`src/rtl/game_timer_pkg.sv`:
```
// game_timer_pkg: shared definitions for the per-game timer.
//   state_e        game state encoding driven onto game_timer.state_o
//   SEC_PER_MIN    seconds per display minute
//   limit_seconds  game time limit in seconds for a given minute limit
// Optional feature macro used by this slice: GAME_TIMER_BCD_EN.
package game_timer_pkg;

  localparam int unsigned SEC_PER_MIN = 60;

  typedef enum logic [1:0] {
    StIdle    = 2'd0,
    StRunning = 2'd1,
    StPaused  = 2'd2,
    StDone    = 2'd3
  } state_e;

  function automatic int unsigned limit_seconds(input int unsigned minutes);
    return minutes * SEC_PER_MIN;
  endfunction

endpackage

```
`src/rtl/bcd_split.sv`:
```
// bcd_split: converts a binary value 0..99 into two BCD digits.
//   bin_i  binary input, 0..99
//   bcd_o  {tens, ones} BCD digits
// Only present when GAME_TIMER_BCD_EN is defined.
`ifdef GAME_TIMER_BCD_EN
module bcd_split (
  input  logic [6:0] bin_i,
  output logic [7:0] bcd_o
);

  always_comb begin
    bcd_o[7:4] = 4'(bin_i / 7'd10);
    bcd_o[3:0] = 4'(bin_i % 7'd10);
  end

endmodule
`endif

```
`src/rtl/game_timer.sv`:
```
// game_timer: per-game timer on the 1 Hz tick with up/down display modes,
// pause/resume, solve capture, expiry and warning flags, and a best-time
// register that persists across games (cleared only by reset).
//   clk_1Hz          1 Hz tick clock
//   reset            asynchronous active-high reset
//   start_i          begin a new game (IDLE or DONE only)
//   count_down_i     display mode, latched on an accepted start
//   run_i            level: 1 = count, 0 = pause
//   solved_i         puzzle solved (RUNNING or PAUSED only)
//   clear_i          abandon the game, return to IDLE
//   state_o          IDLE=0, RUNNING=1, PAUSED=2, DONE=3
//   elapsed_o        seconds played in the current game
//   minutes_o        display minutes (elapsed or remaining)
//   seconds_o        display seconds 0..59
//   expired_o        game ended by reaching the limit
//   warn_o           remaining time <= WARN_SECONDS while RUNNING/PAUSED
//   best_seconds_o   lowest elapsed over solved games
//   best_valid_o     best_seconds_o holds a real result
//   min_bcd_o        BCD display minutes (GAME_TIMER_BCD_EN only)
//   sec_bcd_o        BCD display seconds (GAME_TIMER_BCD_EN only)
module game_timer
  import game_timer_pkg::*;
#(
  parameter int unsigned MAX_MINUTES  = 30,
  parameter int unsigned WARN_SECONDS = 60,
  localparam int unsigned LIMIT   = limit_seconds(MAX_MINUTES),
  localparam int unsigned TOTAL_W = $clog2(LIMIT + 1),
  localparam int unsigned MIN_W   = $clog2(MAX_MINUTES + 1)
) (
  input  logic               clk_1Hz,
  input  logic               reset,
`ifdef GAME_TIMER_BCD_EN
  output logic [7:0]         min_bcd_o,
  output logic [7:0]         sec_bcd_o,
`endif
  input  logic               start_i,
  input  logic               count_down_i,
  input  logic               run_i,
  input  logic               solved_i,
  input  logic               clear_i,
  output logic [1:0]         state_o,
  output logic [TOTAL_W-1:0] elapsed_o,
  output logic [MIN_W-1:0]   minutes_o,
  output logic [5:0]         seconds_o,
  output logic               expired_o,
  output logic               warn_o,
  output logic [TOTAL_W-1:0] best_seconds_o,
  output logic               best_valid_o
);

  localparam logic [TOTAL_W-1:0] LimitW  = TOTAL_W'(LIMIT);
  localparam logic [TOTAL_W-1:0] WarnW   = TOTAL_W'(WARN_SECONDS);
  localparam logic [MIN_W-1:0]   MaxMinW = MIN_W'(MAX_MINUTES);

  state_e               state_q, state_d;
  logic                 mode_q, mode_d;
  logic [TOTAL_W-1:0]   elapsed_q, elapsed_d;
  logic [MIN_W-1:0]     min_q, min_d;
  logic [5:0]           sec_q, sec_d;
  logic                 expired_q, expired_d;
  logic                 warn_q, warn_d;
  logic [TOTAL_W-1:0]   best_q, best_d;
  logic                 best_valid_q, best_valid_d;

  always_comb begin
    state_d      = state_q;
    mode_d       = mode_q;
    elapsed_d    = elapsed_q;
    min_d        = min_q;
    sec_d        = sec_q;
    expired_d    = expired_q;
    best_d       = best_q;
    best_valid_d = best_valid_q;

    if (clear_i) begin
      state_d   = StIdle;
      elapsed_d = '0;
      min_d     = '0;
      sec_d     = '0;
      expired_d = 1'b0;
    end else if (start_i && (state_q == StIdle || state_q == StDone)) begin
      mode_d    = count_down_i;
      elapsed_d = '0;
      expired_d = 1'b0;
      min_d     = count_down_i ? MaxMinW : '0;
      sec_d     = '0;
      state_d   = run_i ? StRunning : StPaused;
    end else if (solved_i && (state_q == StRunning || state_q == StPaused)) begin
      state_d   = StDone;
      expired_d = 1'b0;
      if (!best_valid_q || elapsed_q < best_q) begin
        best_d       = elapsed_q;
        best_valid_d = 1'b1;
      end
    end else if (state_q == StRunning) begin
      if (run_i) begin
        elapsed_d = elapsed_q + TOTAL_W'(1);
        if (mode_q) begin
          if (sec_q == 6'd0) begin
            sec_d = 6'd59;
            min_d = min_q - MIN_W'(1);
          end else begin
            sec_d = sec_q - 6'd1;
          end
        end else begin
          if (sec_q == 6'd59) begin
            sec_d = 6'd0;
            min_d = min_q + MIN_W'(1);
          end else begin
            sec_d = sec_q + 6'd1;
          end
        end
        // Reaching the limit ends the game; counting stops here so elapsed never passes LIMIT.
        if (elapsed_d == LimitW) begin
          state_d   = StDone;
          expired_d = 1'b1;
          min_d     = mode_q ? '0 : MaxMinW;
          sec_d     = '0;
        end
      end else begin
        state_d = StPaused;
      end
    end else if (state_q == StPaused && run_i) begin
      state_d = StRunning;
    end

    // Computed from post-edge values so warn rises on the edge remaining hits the threshold.
    warn_d = (state_d == StRunning || state_d == StPaused) && ((LimitW - elapsed_d) <= WarnW);
  end

  always_ff @(posedge clk_1Hz or posedge reset) begin
    if (reset) begin
      state_q      <= StIdle;
      mode_q       <= 1'b0;
      elapsed_q    <= '0;
      min_q        <= '0;
      sec_q        <= '0;
      expired_q    <= 1'b0;
      warn_q       <= 1'b0;
      best_q       <= '1;
      best_valid_q <= 1'b0;
    end else begin
      state_q      <= state_d;
      mode_q       <= mode_d;
      elapsed_q    <= elapsed_d;
      min_q        <= min_d;
      sec_q        <= sec_d;
      expired_q    <= expired_d;
      warn_q       <= warn_d;
      best_q       <= best_d;
      best_valid_q <= best_valid_d;
    end
  end

  assign state_o        = state_q;
  assign elapsed_o      = elapsed_q;
  assign minutes_o      = min_q;
  assign seconds_o      = sec_q;
  assign expired_o      = expired_q;
  assign warn_o         = warn_q;
  assign best_seconds_o = best_q;
  assign best_valid_o   = best_valid_q;

`ifdef GAME_TIMER_BCD_EN
  logic [7:0] min_bcd_d, sec_bcd_d, min_bcd_q, sec_bcd_q;

  // Fed from next-state display values so BCD updates on the same edge as minutes/seconds.
  bcd_split u_min_bcd (
    .bin_i(7'(min_d)),
    .bcd_o(min_bcd_d)
  );

  bcd_split u_sec_bcd (
    .bin_i(7'(sec_d)),
    .bcd_o(sec_bcd_d)
  );

  always_ff @(posedge clk_1Hz or posedge reset) begin
    if (reset) begin
      min_bcd_q <= 8'h00;
      sec_bcd_q <= 8'h00;
    end else begin
      min_bcd_q <= min_bcd_d;
      sec_bcd_q <= sec_bcd_d;
    end
  end

  assign min_bcd_o = min_bcd_q;
  assign sec_bcd_o = sec_bcd_q;
`endif

endmodule

```
`config.mk`:
```
export PLATFORM = sky130hd
export DESIGN_NAME = game_timer
export DESIGN_NICKNAME = d
export VERILOG_FILES = /design/src/rtl/game_timer_pkg.sv /design/src/rtl/bcd_split.sv /design/src/rtl/game_timer.sv
export SDC_FILE = /design/constraint.sdc
export NUM_CORES = 1
export LEC_CHECK = 0
export ABC_AREA = 1
export BUFFER_PORTS_ARGS = -buffer_cell sky130_fd_sc_hd__buf_2
export CAP_MARGIN = 20
export CELL_PAD_IN_SITES_DETAIL_PLACEMENT = 0
export CELL_PAD_IN_SITES_GLOBAL_PLACEMENT = 2
export CORE_MARGIN = 2
export CORE_UTILIZATION = 35
export CTS_CLUSTER_SIZE = 40
export DETAILED_ROUTE_END_ITERATION = 6
export GPL_ROUTABILITY_DRIVEN = 0
export GPL_TIMING_DRIVEN = 0
export PLACE_DENSITY_LB_ADDON = 0.1
export SYNTH_ARGS = -nofsm -noshare
export SYNTH_HDL_FRONTEND = slang
export SYNTH_HIERARCHICAL = 1
export SYNTH_SLANG_ARGS = --single-unit
```
`constraint.sdc`:
```
create_clock -name clk_1Hz -period 4.98 [get_ports clk_1Hz]
set_input_delay 0.996 -clock clk_1Hz [delete_from_list [all_inputs] [get_ports clk_1Hz]]
set_output_delay 0.996 -clock clk_1Hz [all_outputs]
set_load 0.05 [all_outputs]
```
==> report_table.html, run 1 <==
<table>
<tr><th>Metric</th><th>Value</th></tr>
<tr><th colspan="2">Synth</th></tr>
<tr><td>Fraction of synthesis flops using an asynchronous set or reset pin</td><td>1.00</td></tr>
<tr><td>Library cell occupying the most area in the post-synthesis netlist</td><td>dfrtp_1</td></tr>
<tr><td>Register bit count reported by yosys</td><td>39</td></tr>
<tr><td>Synth Area in Compound Gates</td><td>0.136</td></tr>
<tr><td>Post-synthesis sequential area ratio</td><td>0.347</td></tr>
<tr><td>Top cells by area in the synthesized netlist</td><td>dfrtp_1, nand2_1, dfstp_2</td></tr>
<tr><td>Number of cells produced by synthesis</td><td>roughly 370</td></tr>
<tr><td>Combinational family with the most area after synthesis</td><td>simple AND/OR/NAND/NOR gates</td></tr>
<tr><td>Area share of the largest cell type after synthesis</td><td>0.246</td></tr>
<tr><td>Dominant register cell in the synthesized netlist</td><td>dfrtp_1</td></tr>
<tr><td>Synthesized-area fraction occupied by adder cells</td><td>0.0904</td></tr>
<tr><td>Number of library cell types mapped by synthesis</td><td>between 40 and 50</td></tr>
<tr><td>Post-Syn Nets</td><td>around 400</td></tr>
<tr><td>Count of synthesis-stage warnings from yosys</td><td>6</td></tr>
<tr><td>Share of the synthesized netlist area taken by xor and xnor gates</td><td>0.0338</td></tr>
<tr><td>Multiplexer share of the synthesized area</td><td>0</td></tr>
<tr><td>Synthesized area per cell</td><td>between 7 and 8 µm²</td></tr>
<tr><td>Most used standard cells in the synthesized netlist</td><td>nand2_1, inv_1, nand3_1</td></tr>
<tr><td>Number of flops mapped to enable cells by yosys</td><td>0</td></tr>
<tr><td>Post-synth design cell area</td><td>2850 µm²</td></tr>
<tr><td>Fraction of the mapped netlist area in simple logic gates</td><td>0.306</td></tr>
<tr><td>Library cell with the highest instance count after synthesis</td><td>nand2_1</td></tr>
<tr><th colspan="2">Timing</th></tr>
<tr><td>Measured slew at the worst slew-check pin</td><td>around 0.48 ns</td></tr>
<tr><td>Setup TNS Final</td><td>0 ns</td></tr>
<tr><td>Final hold vios</td><td>0</td></tr>
<tr><td>Unrepaired setup endpoints after global routing</td><td>false</td></tr>
<tr><td>Setup Viol. Count Final</td><td>0</td></tr>
<tr><td>Relative slew slack</td><td>0.681</td></tr>
<tr><td>Max Clock Skew</td><td>~0.0072 ns</td></tr>
<tr><td>Portion of the clock cycle consumed by the worst path in the final layout</td><td>0.450</td></tr>
<tr><td>Shortest period the worst path allows</td><td>2.24 ns</td></tr>
<tr><td>Max Clock Freq</td><td>446 MHz</td></tr>
<tr><td>Number of pins with negative max-slew slack in the final report</td><td>0</td></tr>
<tr><th colspan="2">Floorplanning</th></tr>
<tr><td>Die area</td><td>between 8000 and 9000 µm²</td></tr>
<tr><td>IO Count</td><td>45</td></tr>
<tr><td>Floorplan row count</td><td>32</td></tr>
<tr><td>Y dimension of the die</td><td>94.3 µm</td></tr>
<tr><td>Horizontal die dimension</td><td>approximately 94 µm</td></tr>
<tr><td>Placeable core region</td><td>7810 µm²</td></tr>
<tr><td>Starting Density</td><td>0.365</td></tr>
<tr><th colspan="2">Power and ir drop</th></tr>
<tr><td>Combinational Power Share</td><td>0.542</td></tr>
<tr><td>Leakage power</td><td>1.65 nW</td></tr>
<tr><td>Switching portion of total power</td><td>0.494</td></tr>
<tr><td>Internal power summed over all cells</td><td>roughly 730 µW</td></tr>
<tr><td>Maximum vdd drop</td><td>0.307 mV</td></tr>
<tr><td>Power density over the cells</td><td>approximately 430 nW/µm²</td></tr>
<tr><td>Proportion of power drawn by flip-flops and latches</td><td>0.308</td></tr>
<tr><td>Switching Power</td><td>~710 µW</td></tr>
<tr><td>Part of the total power dissipated in the clock network</td><td>0.150</td></tr>
<tr><th colspan="2">Worst setup path</th></tr>
<tr><td>Capture instance of the worst register-to-register path</td><td>warn_o$_DFF_PP0_</td></tr>
<tr><td>Worst-path maximum fanout</td><td>9</td></tr>
<tr><td>Crit-path most repeated cell</td><td>nand2_1</td></tr>
<tr><td>Kind of start point of the critical path</td><td>input pin</td></tr>
<tr><td>Setup slack, reg-to-reg</td><td>around 2.8 ns</td></tr>
<tr><td>Sequence of cells on the critical path</td><td>buf_2 &gt; nand2_2 &gt; inv_2 &gt; nand2_2 &gt; nand2_2 &gt; nand2_1 &gt; nand2_1 &gt; nand2_1 &gt; nand2_1 &gt; nand3_1 &gt; nor2_1 &gt; nor2_1 &gt; nor2_1 &gt; nand2_1 &gt; nor2_1</td></tr>
<tr><td>Element type at the critical path end</td><td>flop</td></tr>
<tr><td>Worst-path cell with the longest stage delay</td><td>nand2_2</td></tr>
<tr><td>Category of the critical setup timing path</td><td>input pin to flop</td></tr>
<tr><td>Data arrival at the endpoint of the critical path</td><td>around 2.5 ns</td></tr>
<tr><td>Number of cells traversed by the worst register-to-register path</td><td>17</td></tr>
<tr><td>Critical path required time</td><td>approximately 5.2 ns</td></tr>
<tr><td>Worst path max stage delay</td><td>0.25 ns</td></tr>
<tr><td>FF-to-FF Start</td><td>state_o[0]$_DFF_PP0_</td></tr>
<tr><th colspan="2">Clock network</th></tr>
<tr><td>Hold buffer count at cts</td><td>0</td></tr>
<tr><td>Clock input transition at the sequential cells of the worst setup and hold paths</td><td>~0.08 ns</td></tr>
<tr><td>Post-CTS Resized</td><td>0</td></tr>
<tr><td>Root cell of the clock tree</td><td>clkbuf_8</td></tr>
<tr><td>CTS tree</td><td>done</td></tr>
<tr><td>Postcts setup bufs</td><td>0</td></tr>
<tr><td>Clock Sinks</td><td>39</td></tr>
<tr><td>CTS Buffer Depth</td><td>2</td></tr>
<tr><td>Total CTS buffers</td><td>5</td></tr>
<tr><td>H-Tree Level Count</td><td>2</td></tr>
<tr><td>Clock latency on the worst-skew pair</td><td>0.29 ns</td></tr>
<tr><th colspan="2">Min path</th></tr>
<tr><td>Worst Min Path Start</td><td>best_seconds_o[1]$_DFFE_PP1P_</td></tr>
<tr><td>Endpoint with the worst hold slack</td><td>best_seconds_o[1]$_DFFE_PP1P_</td></tr>
<tr><td>Worst hold-check path type</td><td>flop to flop</td></tr>
<tr><td>Number of cells traversed by the worst hold path</td><td>2</td></tr>
<tr><th colspan="2">Final layout</th></tr>
<tr><td>Fraction of layout instances using a drive strength above 1</td><td>0.265</td></tr>
<tr><td>Antenna Cells</td><td>0</td></tr>
<tr><td>Cell Count, Final, Fillers Out</td><td>between 500 and 600</td></tr>
<tr><td>Final layout net count</td><td>approximately 450</td></tr>
<tr><td>Synth-to-Final Area Change</td><td>15.9%</td></tr>
<tr><th colspan="2">Drt</th></tr>
<tr><td>Total wirelength of the detailed-routed design</td><td>7580 µm</td></tr>
<tr><td>Routed wire per std cell</td><td>around 14 µm</td></tr>
<tr><td>Avg Vias per Cell</td><td>around 4.9</td></tr>
<tr><td>Via count</td><td>~2600</td></tr>
<tr><td>Number of iterations in the first detailed-routing pass</td><td>4</td></tr>
<tr><td>Remaining number of nets flagged by the antenna check after routing</td><td>0</td></tr>
<tr><td>Number of design rule violations left after detail routing</td><td>0</td></tr>
<tr><td>Drt initial violations</td><td>156</td></tr>
<tr><th colspan="2">Place</th></tr>
<tr><td>Buffers added on ports</td><td>between 40 and 50</td></tr>
<tr><td>Cell count after placement</td><td>approximately 520</td></tr>
<tr><td>Post-detailed-placement half-perimeter wirelength</td><td>around 6000 µm</td></tr>
<tr><th colspan="2">Global route</th></tr>
<tr><td>First-pass GRT wire length</td><td>approximately 13000 µm</td></tr>
<tr><td>Total routing usage reported by global routing</td><td>0.184</td></tr>
<tr><td>Via count of the first global-routing pass</td><td>around 2400</td></tr>
<tr><td>Initial antenna violation count</td><td>0</td></tr>
<tr><td>Pin count of the biggest net entering global routing</td><td>33</td></tr>
<tr><td>Grt ovf</td><td>0</td></tr>
<tr><th colspan="2">Run</th></tr>
<tr><td>Max capacitance violation total</td><td>0</td></tr>
<tr><th colspan="2">Status</th></tr>
<tr><td>Result of the run</td><td>complete, no violations</td></tr>
</table>
[power groups by stage]
stage	Combinational (mW)	Sequential (mW)	Clock (mW)
final	0.779	0.442	0.216
after detailed placement	0.786	0.448	0
after floorplan	0.465	0.601	0
after global routing	0.864	0.454	0.239
after CTS	0.788	0.443	0.228
after global placement	0.784	0.448	0
[cells in the final DEF (no fill, tap or decap), drive strengths merged, types with 4 or more instances in the layout]
cell type / instances
nand2: 99
inv: 55
buf: 47
nor2: 36
nand3: 33
dfrtp: 28
o21ai: 27
ha: 19
a21oi: 19
dfstp: 11
clkbuf: 9
xor2: 8
nand4: 6
nor3: 4
o22ai: 4
[stage by stage]
stage	hold WS, ns	instance area (µm²)	util	setup WS, ns	power, mW
global placement	0.481	3200	0.410	2.37	1.23
detailed placement	0.477	3220	0.413	2.39	1.23
finish	0.487	3310	0.423	2.74	1.44
CTS	0.491	3310	0.423	2.71	1.46
floorplan	0.595	2850	-	2.78	1.07
global route	0.522	3310	0.423	2.48	1.56
[worst max-delay path by stage]
stage	slack, ns	startpoint	cells after the start	end
final	2.74	run_i	15	warn_o$_DFF_PP0_
after CTS	2.71	run_i	15	warn_o$_DFF_PP0_
after detailed placement	2.39	run_i	15	warn_o$_DFF_PP0_
after floorplan	2.78	state_o[0]$_DFF_PP0_	18	warn_o$_DFF_PP0_
after global placement	2.37	run_i	15	warn_o$_DFF_PP0_
after global routing	2.48	state_o[0]$_DFF_PP0_	17	warn_o$_DFF_PP0_
[sequential cells by signal (all words and copies together) (netlist names)]
register and flops:
warn_o 1, state_o 2, expired_o 1, mode_q 1, minutes_o 5, elapsed_o 11
best_seconds_o 11, best_valid_o 1, seconds_o 6
[cells by family (layout without fill, tap and decap cells)]
logic type,Yosys count,count (layout)
adder cells (fa/ha/maj),20,20
AO/OA/AOI/OAI,63,63
AND/OR/NAND/NOR,180,180
XOR/XNOR,11,11
flip-flops,39,39
buffers and inverters,61,114
[worst max-delay path: cells and delay by family]
| family | cells | cell delay [ns] |
|---|---|---|
| buffers and inverters | 2 | 0.26 |
| and+or+nand+nor | 13 | 1.22 |
[area by class of cell]
type	count	area [µm²]
clock buffer	6	72.6
buffer	5	35.0
sequential	39	990
inverter	56	213
tap	102	128
multi-input combinational	274	1620
timing repair buffer	45	240
clock inverter	2	12.5
fill	830	4500
[metal layers]
metal | up-vias | part of all wire | global-route usage
li1 | 1331 | - | -
met1 | 1215 | 0.51 | 0.274
met2 | 63 | 0.44 | 0.276
met3 | 4 | 0.042 | 0.0305
met4 | 0 | 0.0090 | 0.0435
met5 | - | 0 | 0
No activity file was read; power rests on OpenSTA's default activity.
==> run 2: changes to the inputs <==
--- a/config.mk
+++ b/config.mk
@@ -11,7 +11,7 @@
 export CELL_PAD_IN_SITES_DETAIL_PLACEMENT = 0
 export CELL_PAD_IN_SITES_GLOBAL_PLACEMENT = 2
 export CORE_MARGIN = 2
-export CORE_UTILIZATION = 35
+export CORE_UTILIZATION = 30
 export CTS_CLUSTER_SIZE = 40
 export DETAILED_ROUTE_END_ITERATION = 6
 export GPL_ROUTABILITY_DRIVEN = 0
==> constraint.sdc (replaced) <==
create_clock -name clk_1Hz -period 2 [get_ports clk_1Hz]
set_input_delay 0.4 -clock clk_1Hz [delete_from_list [all_inputs] [get_ports clk_1Hz]]
set_output_delay 0.4 -clock clk_1Hz [all_outputs]
set_load 0.05 [all_outputs]
==> run 2 against run 1 <==
- the flow now finishes with violations (negative setup slack)
- wire length increased by 11%
- core utilization shrank 1.2 points
- register-to-register slack got worse by 2.8 ns
- sequential share of layout area is 3.6 points lower
- worst setup slack worse by 2.7 ns
- largest power group unchanged
- hold slack got worse by 0.38 ns
- non-clock buffer count rose by 29
- sequential power increased by 150%
- clock power grew to 3.2 times the previous value
==> report_table.html, run 2 (synthesis results as in run 1) <==
<table>
<tr><th>Metric</th><th>Value</th></tr>
<tr><th colspan="2">Timing</th></tr>
<tr><td>Final hold vios</td><td>0 (unchanged)</td></tr>
<tr><td>Portion of the clock cycle consumed by the worst path in the final layout</td><td>1.00</td></tr>
<tr><td>Shortest period the worst path allows</td><td>approximately 2 ns</td></tr>
<tr><td>Max Clock Freq</td><td>approximately 500 MHz</td></tr>
<tr><td>Number of pins with negative max-slew slack in the final report</td><td>0 (unchanged)</td></tr>
<tr><td>Max Clock Skew</td><td>0.00919 ns (was 0.00721 ns)</td></tr>
<tr><td>Unrepaired setup endpoints after global routing</td><td>true (was false)</td></tr>
<tr><td>Measured slew at the worst slew-check pin</td><td>0.470 ns (was 0.478 ns)</td></tr>
<tr><td>Relative slew slack</td><td>0.686 (was 0.681)</td></tr>
<tr><td>Final critical-path setup slack</td><td>-0.00870 ns (was 2.74 ns)</td></tr>
<tr><td>Setup Viol. Count Final</td><td>1 (was 0)</td></tr>
<tr><th colspan="2">Worst setup path</th></tr>
<tr><td>Worst-path maximum fanout</td><td>4 (was 9)</td></tr>
<tr><td>Data arrival at the endpoint of the critical path</td><td>2.20 ns (was 2.47 ns)</td></tr>
<tr><td>End of the critical path</td><td>warn_o$_DFF_PP0_ (unchanged)</td></tr>
<tr><td>Capture instance of the worst register-to-register path</td><td>warn_o$_DFF_PP0_ (unchanged)</td></tr>
<tr><td>Critical path required time</td><td>2.19 ns (was 5.21 ns)</td></tr>
<tr><td>Cell family contributing the most delay on the critical path</td><td>simple AND/OR/NAND/NOR gates (unchanged)</td></tr>
<tr><td>Worst path max stage delay</td><td>0.43 ns (was 0.25 ns)</td></tr>
<tr><td>Number of cells traversed by the worst register-to-register path</td><td>18 (was 17)</td></tr>
<tr><td>Buf/Inv on CP</td><td>4 (was 2)</td></tr>
<tr><td>Element type at the critical path end</td><td>flop (unchanged)</td></tr>
<tr><td>Kind of start point of the critical path</td><td>flop (was input pin)</td></tr>
<tr><td>Worst-path cell with the longest stage delay</td><td>dfrtp_2 (was nand2_2)</td></tr>
<tr><td>Category of the critical setup timing path</td><td>flop to flop (was input pin to flop)</td></tr>
<tr><td>Crit-path most repeated cell</td><td>nor2_1 (was nand2_1)</td></tr>
<tr><td>Setup slack, reg-to-reg</td><td>-0.009 ns (was 2.75 ns)</td></tr>
<tr><td>Startpoint of the worst setup timing path</td><td>state_o[1]$_DFF_PP0_ (was run_i)</td></tr>
<tr><td>FF-to-FF Start</td><td>state_o[1]$_DFF_PP0_ (was state_o[0]$_DFF_PP0_)</td></tr>
<tr><td>Sequence of cells on the critical path</td><td>buf_6 &gt; inv_4 &gt; ha_4 &gt; nand2_4 &gt; a21oi_4 &gt; buf_4 &gt; buf_4 &gt; nand2_4 &gt; nand2_1 &gt; nand2_2 &gt; nand2_2 &gt; nand2_2 &gt; nand3_1 &gt; nor2_1 &gt; nor2_1 &gt; nor2_1 &gt; nand2_1 &gt; nor2_1 (was buf_2 &gt; nand2_2 &gt; inv_2 &gt; nand2_2 &gt; nand2_2 &gt; nand2_1 &gt; nand2_1 &gt; nand2_1 &gt; nand2_1 &gt; nand3_1 &gt; nor2_1 &gt; nor2_1 &gt; nor2_1 &gt; nand2_1 &gt; nor2_1)</td></tr>
<tr><td>Worst path depth</td><td>18 (was 15)</td></tr>
<tr><th colspan="2">Place</th></tr>
<tr><td>Post-detailed-placement half-perimeter wirelength</td><td>6210 µm (was 5950 µm)</td></tr>
<tr><td>Post-place setup slack</td><td>-0.239 ns (was 2.39 ns)</td></tr>
<tr><td>Buffers added on ports</td><td>44 (unchanged)</td></tr>
<tr><th colspan="2">Drt</th></tr>
<tr><td>Routed wire per std cell</td><td>14.4 µm (was 14.3 µm)</td></tr>
<tr><td>Drt initial violations</td><td>107 (was 156)</td></tr>
<tr><td>Number of iterations in the first detailed-routing pass</td><td>4 (unchanged)</td></tr>
<tr><td>Avg Vias per Cell</td><td>4.67 (was 4.94)</td></tr>
<tr><td>Total wirelength of the detailed-routed design</td><td>8400 µm (was 7580 µm)</td></tr>
<tr><td>Number of design rule violations left after detail routing</td><td>0 (unchanged)</td></tr>
<tr><td>Remaining number of nets flagged by the antenna check after routing</td><td>0 (unchanged)</td></tr>
<tr><td>Via count</td><td>2730 (was 2613)</td></tr>
<tr><th colspan="2">Status</th></tr>
<tr><td>Failing checks</td><td>negative setup slack</td></tr>
<tr><td>Result of the run</td><td>finished, violations left (was complete, no violations)</td></tr>
<tr><th colspan="2">Clock network</th></tr>
<tr><td>CTS Buffer Depth</td><td>2 (unchanged)</td></tr>
<tr><td>CTS tree</td><td>done (unchanged)</td></tr>
<tr><td>Clock latency on the worst-skew pair</td><td>0.30 ns (was 0.29 ns)</td></tr>
<tr><td>Total CTS buffers</td><td>5 (unchanged)</td></tr>
<tr><td>Clock Sinks</td><td>39 (unchanged)</td></tr>
<tr><td>Clock input transition at the sequential cells of the worst setup and hold paths</td><td>0.09 ns (was 0.08 ns)</td></tr>
<tr><td>H-Tree Level Count</td><td>2 (unchanged)</td></tr>
<tr><td>Root cell of the clock tree</td><td>clkbuf_8 (unchanged)</td></tr>
<tr><th colspan="2">Power and ir drop</th></tr>
<tr><td>Power density over the cells</td><td>1110 nW/µm² (was 435 nW/µm²)</td></tr>
<tr><td>Maximum vdd drop</td><td>0.736 mV (was 0.307 mV)</td></tr>
<tr><td>Sum of internal, switching and leakage power</td><td>4.23 mW (was 1.44 mW)</td></tr>
<tr><td>Leakage power</td><td>1.86 nW (was 1.65 nW)</td></tr>
<tr><th colspan="2">Global route</th></tr>
<tr><td>Initial antenna violation count</td><td>0 (unchanged)</td></tr>
<tr><td>Busiest layer in global routing</td><td>met2 (unchanged)</td></tr>
<tr><td>Met3 layer usage reported by global route</td><td>0.0248 (was 0.0305)</td></tr>
<tr><td>Via count of the first global-routing pass</td><td>2547 (was 2364)</td></tr>
<tr><td>First-pass GRT wire length</td><td>13100 µm (was 12600 µm)</td></tr>
<tr><td>Global-route met1 utilization</td><td>0.244 (was 0.274)</td></tr>
<tr><td>Met2 track demand over resource</td><td>0.255 (was 0.276)</td></tr>
<tr><td>Grt ovf</td><td>0 (unchanged)</td></tr>
<tr><td>Pin count of the biggest net entering global routing</td><td>22 (was 33)</td></tr>
<tr><td>Total routing usage reported by global routing</td><td>0.164 (was 0.184)</td></tr>
<tr><th colspan="2">Floorplanning</th></tr>
<tr><td>Y dimension of the die</td><td>102 µm (was 94.3 µm)</td></tr>
<tr><td>Starting Density</td><td>0.309 (was 0.365)</td></tr>
<tr><td>Floorplan row count</td><td>35 (was 32)</td></tr>
<tr><td>Die area</td><td>10300 µm² (was 8890 µm²)</td></tr>
<tr><td>IO Count</td><td>45 (unchanged)</td></tr>
<tr><td>Placeable core region</td><td>9240 µm² (was 7810 µm²)</td></tr>
<tr><td>Horizontal die dimension</td><td>102 µm (was 94.3 µm)</td></tr>
<tr><th colspan="2">Min path</th></tr>
<tr><td>Worst hold-check path type</td><td>input pin to asynchronous set/reset pin (was flop to flop)</td></tr>
<tr><th colspan="2">Final layout</th></tr>
<tr><td>Fraction of layout instances using a drive strength above 1</td><td>0.399 (was 0.265)</td></tr>
<tr><td>Final layout net count</td><td>482 (was 453)</td></tr>
<tr><td>Most common cell after layout, fill and taps aside</td><td>nand2_1 (unchanged)</td></tr>
<tr><td>Commonest cells after routing, fill and taps aside</td><td>nand2_1, buf_2, inv_1, buf_4, nand3_1 (was nand2_1, inv_1, buf_2, nand3_1, dfrtp_1)</td></tr>
<tr><td>Antenna Cells</td><td>0 (unchanged)</td></tr>
<tr><td>Synth-to-Final Area Change</td><td>33.3% (was 15.9%)</td></tr>
<tr><th colspan="2">Run</th></tr>
<tr><td>Max capacitance violation total</td><td>0 (unchanged)</td></tr>
</table>
run 2: cell types whose count changed in the layout (fill, tap and decap cells not counted), moves of 3 or more:
| cell | delta |
|---|---|
| dfrtp_1 | -11 |
| dfrtp_2 | +11 |
| buf_4 | +28 |
| nand3_1 | -4 |
| clkbuf_1 | -3 |
| nand2_2 | +6 |
| nand2_4 | +7 |
| inv_4 | +5 |
| inv_2 | -3 |
| ha_4 | +3 |
| ha_1 | -3 |
| nand2_1 | -13 |
run 2: per-layer routing:
layer	up-vias	part of all wire
met5	-	0
met4	0	0.0056
met1	1282	0.51
met3	4	0.032
met2	55	0.45
li1	1389	-
run 2: metrics by stage:
stage | setup TNS [ns] | utilization | instances | area (µm²) | hold slack, ns
after floorplan | -0.119 | - | 374 | 2860 | 0.472
after global placement | -2.21 | 0.351 | 547 | 3240 | 0.486
after detailed placement | -1.86 | 0.354 | 548 | 3270 | 0.445
after CTS | -0.0167 | 0.392 | 572 | 3630 | 0.117
after global routing | -0.192 | 0.412 | 585 | 3800 | 0.129
final | -0.00870 | 0.412 | 585 | 3800 | 0.107
run 2: layout make-up:
cell class,count,area (µm²)
clock buffers,5,68.8
fillers,979,5440
plain buffers,5,50.0
multi-input cells,274,1780
repair buffers,74,473
flip-flops and latches,39,1000
inverters,56,226
clock inverters,3,43.8
well taps,129,161
run 2: power breakdown:
part / internal [mW] / switching (mW) / leakage (nW) / total, mW
clock: 0.372 / 0.311 / 0.0581 / 0.684
sequential: 0.946 / 0.150 / 0.469 / 1.10
combinational: 0.927 / 1.52 / 1.34 / 2.45
total: 2.25 / 1.98 / 1.86 / 4.23
run 2: worst min-delay path by stage:
| stage | startpoint | end | slack (ns) | cells past startpoint |
|---|---|---|---|---|
| after CTS | reset | seconds_o[4]$_DFFE_PP0P_ | 0.12 | 2 |
| final | reset | seconds_o[4]$_DFFE_PP0P_ | 0.11 | 2 |
| after detailed placement | reset | seconds_o[4]$_DFFE_PP0P_ | 0.45 | 2 |
| after global placement | best_seconds_o[5]$_DFFE_PP1P_ | best_seconds_o[5]$_DFFE_PP1P_ | 0.49 | 2 |
| after floorplan | clear_i | expired_o$_DFFE_PP0P_ | 0.47 | 1 |
| after global routing | reset | seconds_o[4]$_DFFE_PP0P_ | 0.13 | 2 |
run 2: timing repair:
| item | 4_1_cts | 5_1_grt |
|---|---|---|
| hold buffers | 0 | 0 |
| cloned | 1 | 0 |
| setup buffers | 15 | 13 |
| setup endpoints to repair | 17 | 24 |
| pin swaps | 15 | 17 |
| gates resized for setup | 33 | 33 |
